--- config.mk ---
export PLATFORM = sky130hd
export DESIGN_NAME = pcileech_tlp_tx_arb
export DESIGN_NICKNAME = d
export VERILOG_FILES = /design/src/rtl/pcileech_tlp_tx_arb.sv
export SDC_FILE = /design/constraint.sdc
export NUM_CORES = 1
export LEC_CHECK = 0
export BUFFER_PORTS_ARGS = -buffer_cell sky130_fd_sc_hd__buf_2
export CORE_MARGIN = 4
export CORE_UTILIZATION = 55
export DETAILED_ROUTE_END_ITERATION = 16
export PLACE_DENSITY = 0.86
export SKIP_LAST_GASP = 1
export SYNTH_ARGS = -nofsm -noshare
export SYNTH_HDL_FRONTEND = slang
export SYNTH_SLANG_ARGS = --single-unit
--- constraint.sdc ---
create_clock -name clk_pcie -period 5.9 [get_ports clk_pcie]
set_clock_uncertainty 0.15 [all_clocks]
set_input_delay 1.18 -clock clk_pcie [delete_from_list [all_inputs] [get_ports clk_pcie]]
set_output_delay 1.18 -clock clk_pcie [all_outputs]
set_load 0.1 [all_outputs]
--- src/rtl/pcileech_tlp_tx_arb.sv ---
// pcileech_tlp_tx_arb: packet-atomic 3-source TLP arbiter in front of the PCIe core TX stream,
// gated on tx_buf_av, with a 2-entry output skid buffer and packet/drop statistics.
module pcileech_tlp_tx_arb #(
  parameter int BUF_AV_MIN = 2,
  parameter int STARVE_MAX = 8
) (
  input  logic        clk_pcie,
  input  logic        rst_n,
  input  logic [63:0] s0_tdata,
  input  logic [7:0]  s0_tkeep,
  input  logic        s0_tlast,
  input  logic        s0_tvalid,
  output logic        s0_tready,
  input  logic [63:0] s1_tdata,
  input  logic [7:0]  s1_tkeep,
  input  logic        s1_tlast,
  input  logic        s1_tvalid,
  output logic        s1_tready,
  input  logic [63:0] s2_tdata,
  input  logic [7:0]  s2_tkeep,
  input  logic        s2_tlast,
  input  logic        s2_tvalid,
  output logic        s2_tready,
  output logic [63:0] tx_tdata,
  output logic [7:0]  tx_tkeep,
  output logic        tx_tlast,
  output logic        tx_tvalid,
  input  logic        tx_tready,
  input  logic [5:0]  tx_buf_av,
  input  logic        tx_err_drop,
  output logic [31:0] pkt_cnt,
  output logic [15:0] drop_cnt,
  output logic [1:0]  grant_src
);
  localparam int SW = $clog2(STARVE_MAX + 1);
  typedef enum logic {IDLE, BUSY} state_t;
  typedef struct packed {
    logic        v;
    logic        last;
    logic [7:0]  keep;
    logic [63:0] data;
  } beat_t;
  state_t        state_q, state_d;
  logic [1:0]    grant_q, grant_d;
  logic [SW-1:0] starve_q, starve_d;
  beat_t         hd_q, hd_d, sk_q, sk_d, in_b;
  logic [31:0]   pkt_q, pkt_d;
  logic [15:0]   drop_q, drop_d;
  logic          rdy, in_v, push, pop, arb;
  // A source is only readied while the skid entry is free, so a push never meets a full buffer
  assign rdy       = state_q == BUSY && !sk_q.v;
  assign s0_tready = rdy && grant_q == 2'd0;
  assign s1_tready = rdy && grant_q == 2'd1;
  assign s2_tready = rdy && grant_q == 2'd2;
  assign in_v = grant_q == 2'd0 ? s0_tvalid : grant_q == 2'd1 ? s1_tvalid :
                grant_q == 2'd2 ? s2_tvalid : 1'b0;
  assign in_b = grant_q == 2'd0 ? {1'b1, s0_tlast, s0_tkeep, s0_tdata} :
                grant_q == 2'd1 ? {1'b1, s1_tlast, s1_tkeep, s1_tdata} :
                                  {1'b1, s2_tlast, s2_tkeep, s2_tdata};
  assign push = rdy && in_v;
  assign pop  = hd_q.v && tx_tready;
  assign arb  = state_q == IDLE && (s0_tvalid || s1_tvalid || s2_tvalid) &&
                tx_buf_av >= 6'(BUF_AV_MIN);
  always_comb begin
    state_d  = state_q;
    grant_d  = grant_q;
    hd_d     = hd_q;
    sk_d     = sk_q;
    starve_d = (state_q == IDLE && !s2_tvalid) ? '0 : starve_q;
    if (arb) begin
      state_d  = BUSY;
      grant_d  = (starve_q == SW'(STARVE_MAX) && s2_tvalid) ? 2'd2 :
                 s0_tvalid ? 2'd0 : s1_tvalid ? 2'd1 : 2'd2;
      starve_d = (grant_d == 2'd2 || !s2_tvalid) ? '0 : starve_q + 1'b1;
    end
    if (push && in_b.last) begin
      state_d = IDLE;
      grant_d = 2'd3;
    end
    if (pop || !hd_q.v) begin
      hd_d   = sk_q.v ? sk_q : push ? in_b : {1'b0, hd_q[72:0]};
      sk_d.v = 1'b0;
    end else if (push) sk_d = in_b;
    pkt_d  = pkt_q + 32'(pop && hd_q.last);
    drop_d = drop_q + 16'(tx_err_drop && drop_q != 16'hFFFF);
  end
  always_ff @(posedge clk_pcie or negedge rst_n) begin
    if (!rst_n) begin
      state_q  <= IDLE;
      grant_q  <= 2'd3;
      starve_q <= '0;
      hd_q     <= '0;
      sk_q     <= '0;
      pkt_q    <= '0;
      drop_q   <= '0;
    end else begin
      state_q  <= state_d;
      grant_q  <= grant_d;
      starve_q <= starve_d;
      hd_q     <= hd_d;
      sk_q     <= sk_d;
      pkt_q    <= pkt_d;
      drop_q   <= drop_d;
    end
  end
  assign tx_tvalid = hd_q.v;
  assign tx_tlast  = hd_q.last;
  assign tx_tkeep  = hd_q.keep;
  assign tx_tdata  = hd_q.data;
  assign pkt_cnt   = pkt_q;
  assign drop_cnt  = drop_q;
  assign grant_src = grant_q;
endmodule

---- Yosys cells after proc, flatten, opt, wreduce, memory -nomap -nowiden ----
Cells that the tools add are included.
storage, ports and cells
  register bits ........................... 203
  output and inout bits ................... 127
operators by class
  reductions and logical operators ........ 27
  order comparisons ....................... 1
  mux-type cells .......................... 19
  $add $sub $neg .......................... 3
  bitwise operators ....................... 2
  eq/ne operators ......................... 5
operators by type and width
  operator              number
  $mux 74               3
  $mux 73               2
  $add 32x1->32         1
  $add 16x1->16         1
  $ne 16x16->1 const B  1
  $logic_and 1x1->1     13
  $mux 4                3
  $mux 2                5
  $reduce_bool 2->1     4
  $ge 6x2->1 const B    1
  $mux 1                6
  $add 4x1->4 const B   1
  $eq 2x2->1 const B    2
  $eq 4x4->1 const B    1
  $logic_or 1x1->1      4
  $reduce_and 2->1      2
  $logic_not 1->1       3
  $eq 2x1->1 const B    1
  $logic_not 2->1       1
  $not 1->1             2

---- Depth between registers and ports, before layout ----
  depth after elaboration ................. 7
  depth in mapped cells ................... 9

---- Worst setup path before layout ----
OpenSTA, ideal clock, no wires.
  path type ............................... register -> output
  start point ............................. register grant_q[1], in the netlist grant_src[1]
  end point ............................... output s2_tready
  cell stages (with the launch flop) ...... 5
  data arrival time ....................... 4.616 ns
  path slack .............................. -0.046 ns
  path through ............................ dfstp_2 -> buf_6 -> buf_2 -> clkbuf_1 -> nor4b_1
between the ends
  longest elaborated chain between the ends .. 2
RTL lines
  item                    RTL line  text
  start, declared         44        logic [1:0] grant_q, grant_d;
  start signal, assigned  98        grant_q <= grant_d;
  $eq 2x2->1              54        assign s2_tready = rdy && grant_q == 2'd2;
  $logic_and 1x1->1       54
  end, declared           23        output logic s2_tready,
No other way between the ends.

---- Final worst setup path ----
  start point ............................. register grant_q[1], in the netlist grant_src[1]
  end point ............................... output grant_src[1]
RTL lines
  item           RTL line  text
  end, declared  33        output logic [1:0] grant_src
No word-level cell between the ends.

==> flow_results.org <==
** Worst setup path
- At the worst endpoint, the arrival time is 2.70 ns.
- The critical path goes through buf_4 -> buf_2.
- The number of buffers and inverters on the critical path is 2.
- Setup crit end kind :: output pin
- The critical path is of the reg2out type.
- The slowest stage of the critical path is the sky130_fd_sc_hd__dfstp_4 cell.
- Largest delay share family, worst path :: flip-flops
- STA puts the critical path data required time at 4.57 ns.
- Startpoint Class :: flip-flop
- Maximum fanout count along the critical path :: 95
- For this run, the slowest stage of the critical path takes 1.10 ns.

** Synth
- Post-synthesis instance total :: ~900
- Share of synthesized registers carrying an async set or reset :: 100%
- Counting flops with a built-in enable in the synthesized netlist gives 0.
- Prevailing post-synth register cell :: sky130_fd_sc_hd__dfrtp_1
- Sequential cell area fraction in the yosys report :: 47.3%
- Number of warnings issued by yosys :: 0
- Post-synthesis cell type count :: 48
- Post-synthesis net count :: 1117
- Counting flops and latches in the post-synthesis netlist gives ~200.
- Average instance area after synthesis :: 12.2 µm²
- After synthesis the cells add up to 10800 µm².

** Global routing
- Number of antenna violations at the first check in global routing :: 0
- The via count of the first global-routing pass was 8628.
- Global routing used 24.7% of the available tracks.
- Wire length of the first global-routing pass :: between 40 and 50 mm
- Remaining global-route overflow :: 0
- Entering global routing, the biggest net connects roughly 100 pins.

** Clock network
- Clock slew at reported path FFs :: around 0.060 ns
- Post-CTS Hold Buffers :: 0
- In this run the number of H-tree levels came out at 1.
- Number of CTS-inserted buffers :: 22
- Clock latency on the worst-skew pair, taken at its later pin, is about 0.50 ns.
- TritonCTS clock tree :: built
- CTS saw just over 200 sinks.
- The clock passes through at most 3 buffers.
- Post-CTS timing repair inserted 0 buffers for setup.
- Gates resized during post-CTS repair numbered 0.
- Clock tree synthesis selected as its root buffer the cell sky130_fd_sc_hd__clkbuf_16.

** Run status
- Run status :: complete, no violations

** Placed design
- Standard cell area after detailed placement :: 12500 µm²
- The count of buffers added on input and output ports is 357.
- Estimated wirelength of the detail-placed design :: 18.7 mm
- Placer Congestion :: 0.844

** Timing
- The number of pins with negative max-slew slack in the final report was 0.
- Upper clock frequency limit :: 0.248 GHz
- The worst path needs 4.03 ns of the cycle, external delays included.
- Setup repair after global routing missed its margin :: no
- Worst max-slew margin expressed relative to the limit :: roughly 25%
- For the final routed database, the setup TNS stands at 0 ns.
- Setup violations remaining at the end of the flow were counted as 0.
- For the pin with the worst max-slew slack, the measured transition is 1.12 ns.
- Fraction of the cycle the final worst path needs :: 68.3%
- Final Hold Viols :: 0

** Routing
- The highest metal layer carrying signal wires in the routed design is met4.
- First DRT Iteration DRCs :: 441
- Number of search-and-repair iterations in the first detailed-routing pass :: 5
- The count of nets left with antenna violations once routing finished came out at 0.
- Wire length on met3 :: 1.91 mm
- Drt via density :: 5.67
- Number of design rule violations left after detail routing :: 0
- Dividing the detail-routed wire length by the instance count gives 18.9 µm.
- Total wire length :: 27.9 mm
- After detailed routing, the met2 layer carries 14.6 mm of wire.
- In the final routing, the length of wire on met1 measures 10.9 mm.
- Vias :: 8357

** Floorplanning
- The die is roughly 150 µm tall.
- The floorplan step set the die width to around 150 µm.
- Row count :: 50
- For this configuration, the core starts out at a cell density of 56.7%.
- Die footprint :: 21800 µm²
- 359 I/O pins were placed.
- The floorplan step defined a core boundary enclosing 19000 µm².

** Finish
- Proportion of layout cells with a drive suffix above 1 :: a little under half
- Synth-to-Final Area Change :: 23.7%
- Non-Filler Cell Area, Final :: 13300 µm²
- Antenna Cells :: 0
- In the layout the commonest cells are sky130_fd_sc_hd__buf_2, sky130_fd_sc_hd__dfrtp_1, sky130_fd_sc_hd__nand2_1.
- Leaving out fill and tap cells, the most frequent cell in the layout is sky130_fd_sc_hd__buf_2.
- Filler cells :: 1325
- Layout Nets :: 1437

** Pwr
- Pleak :: 6.83 nW
- Power per Cell Area :: 548 nW/µm²
- The worst-case IR drop observed on VDD is between 0.4 and 0.5 mV.

** Flow run
- Max capacitance violation total :: 0

** Min path
- Hold Crit Class :: reg2reg
-- report_power, final --
group / total [mW] / switching [mW] / internal [mW]
sequential: 2.25 / 0.431 / 1.82
combinational: 3.56 / 2.34 / 1.22
clock: 1.48 / 0.557 / 0.925
total: 7.29 / 3.33 / 3.97
-- logic make-up (layout without fill, tap and decap cells) --
family          Yosys count  count (layout)  share of synthesized area (%)
xor+xnor                 45              45                           3.67
buf+inv                  75             410                           4.66
fa+ha+maj                 6               6                          0.698
simple gates            169             169                           8.15
flops                   203             203                           47.3
mux                     219             219                           24.2
compound gates          162             162                           11.4
-- layer usage --
layer  up-vias  global-route usage (%)
met2       324                    45.4
li1       3903                       -
met3        42                    4.94
met4         0                    5.59
met1      4088                    29.9
met5         -                       0
-- final cells by class --
| class | count | area [µm²] | share of cell area, % |
|---|---|---|---|
| multi-input cells | 601 | 5200 | 39.1 |
| flip-flops and latches | 203 | 5090 | 38.3 |
| repair buffers | 364 | 1870 | 14.1 |
| clock buffers | 30 | 632 | 4.75 |
| well taps | 260 | 325 | 2.45 |
| clock inverters | 9 | 151 | 1.14 |
| inverters | 7 | 26.3 | 0.198 |
-- worst register-to-register path: stages (launching register included) --
cell and delay [ns]:
sky130_fd_sc_hd__dfstp_4 1.10, sky130_fd_sc_hd__buf_4 0.56, sky130_fd_sc_hd__nand3b_1 0.22, sky130_fd_sc_hd__o21ai_4 0.08
sky130_fd_sc_hd__nand3_4 0.82, sky130_fd_sc_hd__mux2_2 0.45
-- synthesized netlist by cell type (4+ instances only) --
| cell type | n | share of area, % |
|---|---|---|
| sky130_fd_sc_hd__mux2_4 | 60 | 8.4 |
| sky130_fd_sc_hd__nand4_1 | 13 | 0.76 |
| sky130_fd_sc_hd__a32o_1 | 72 | 6.7 |
| sky130_fd_sc_hd__xor2_1 | 7 | 0.57 |
| sky130_fd_sc_hd__buf_2 | 15 | 0.70 |
| sky130_fd_sc_hd__clkbuf_1 | 33 | 1.2 |
| sky130_fd_sc_hd__nand4b_1 | 4 | 0.33 |
| sky130_fd_sc_hd__mux2_2 | 79 | 8.3 |
| sky130_fd_sc_hd__inv_1 | 7 | 0.24 |
| sky130_fd_sc_hd__nand3_1 | 22 | 1.0 |
| sky130_fd_sc_hd__xnor2_1 | 38 | 3.1 |
| sky130_fd_sc_hd__mux2i_1 | 74 | 6.9 |
| sky130_fd_sc_hd__buf_12 | 7 | 1.3 |
| sky130_fd_sc_hd__nor2_1 | 6 | 0.21 |
| sky130_fd_sc_hd__o21ai_0 | 75 | 3.5 |
| sky130_fd_sc_hd__and4_1 | 7 | 0.57 |
| sky130_fd_sc_hd__dfrtp_1 | 201 | 47 |
| sky130_fd_sc_hd__nand2_1 | 88 | 3.1 |
| sky130_fd_sc_hd__ha_1 | 6 | 0.70 |
| sky130_fd_sc_hd__mux2_1 | 6 | 0.63 |
| sky130_fd_sc_hd__and3_1 | 11 | 0.64 |
| sky130_fd_sc_hd__buf_6 | 10 | 1.0 |
-- through the flow --
stage	utilization, %	hold WS (ns)	total power, mW	setup WS [ns]	cells
finish	70.2	0.331	7.29	1.87	1474
CTS	70.2	0.329	7.34	1.83	1474
global placement	66.0	0.308	5.70	2.34	1435
global route	70.2	0.346	7.66	1.71	1474
floorplan	-	0.315	5.23	0.616	879
detailed placement	66.0	0.320	5.82	2.30	1435
-- sequential cells by signal (all words and copies together) (netlist names) --
register   cells
pkt_cnt       32
tx_tvalid      1
tx_tdata      64
tx_tkeep       8
tx_tlast       1
grant_src      2
starve_q       4
state_q        1
drop_cnt      16
sk_q          74
-- final timing paths --
check | startpoint | to | slack (ns) | depth (start not counted)
hold / removal | pkt_cnt[31] | pkt_cnt[31] | 0.33 | 1
hold reg to reg | pkt_cnt[31] | pkt_cnt[31] | 0.33 | 1
min in group asynchronous | rst_n | tx_tdata[29] | 0.61 | 1
setup reg to reg | grant_src[1] | sk_q[34] | 2.39 | 5
setup / recovery | grant_src[1] | grant_src[1] | 1.87 | 2
max in group asynchronous | rst_n | sk_q[73] | 3.95 | 2
Power figures use the tool's default switching activity.
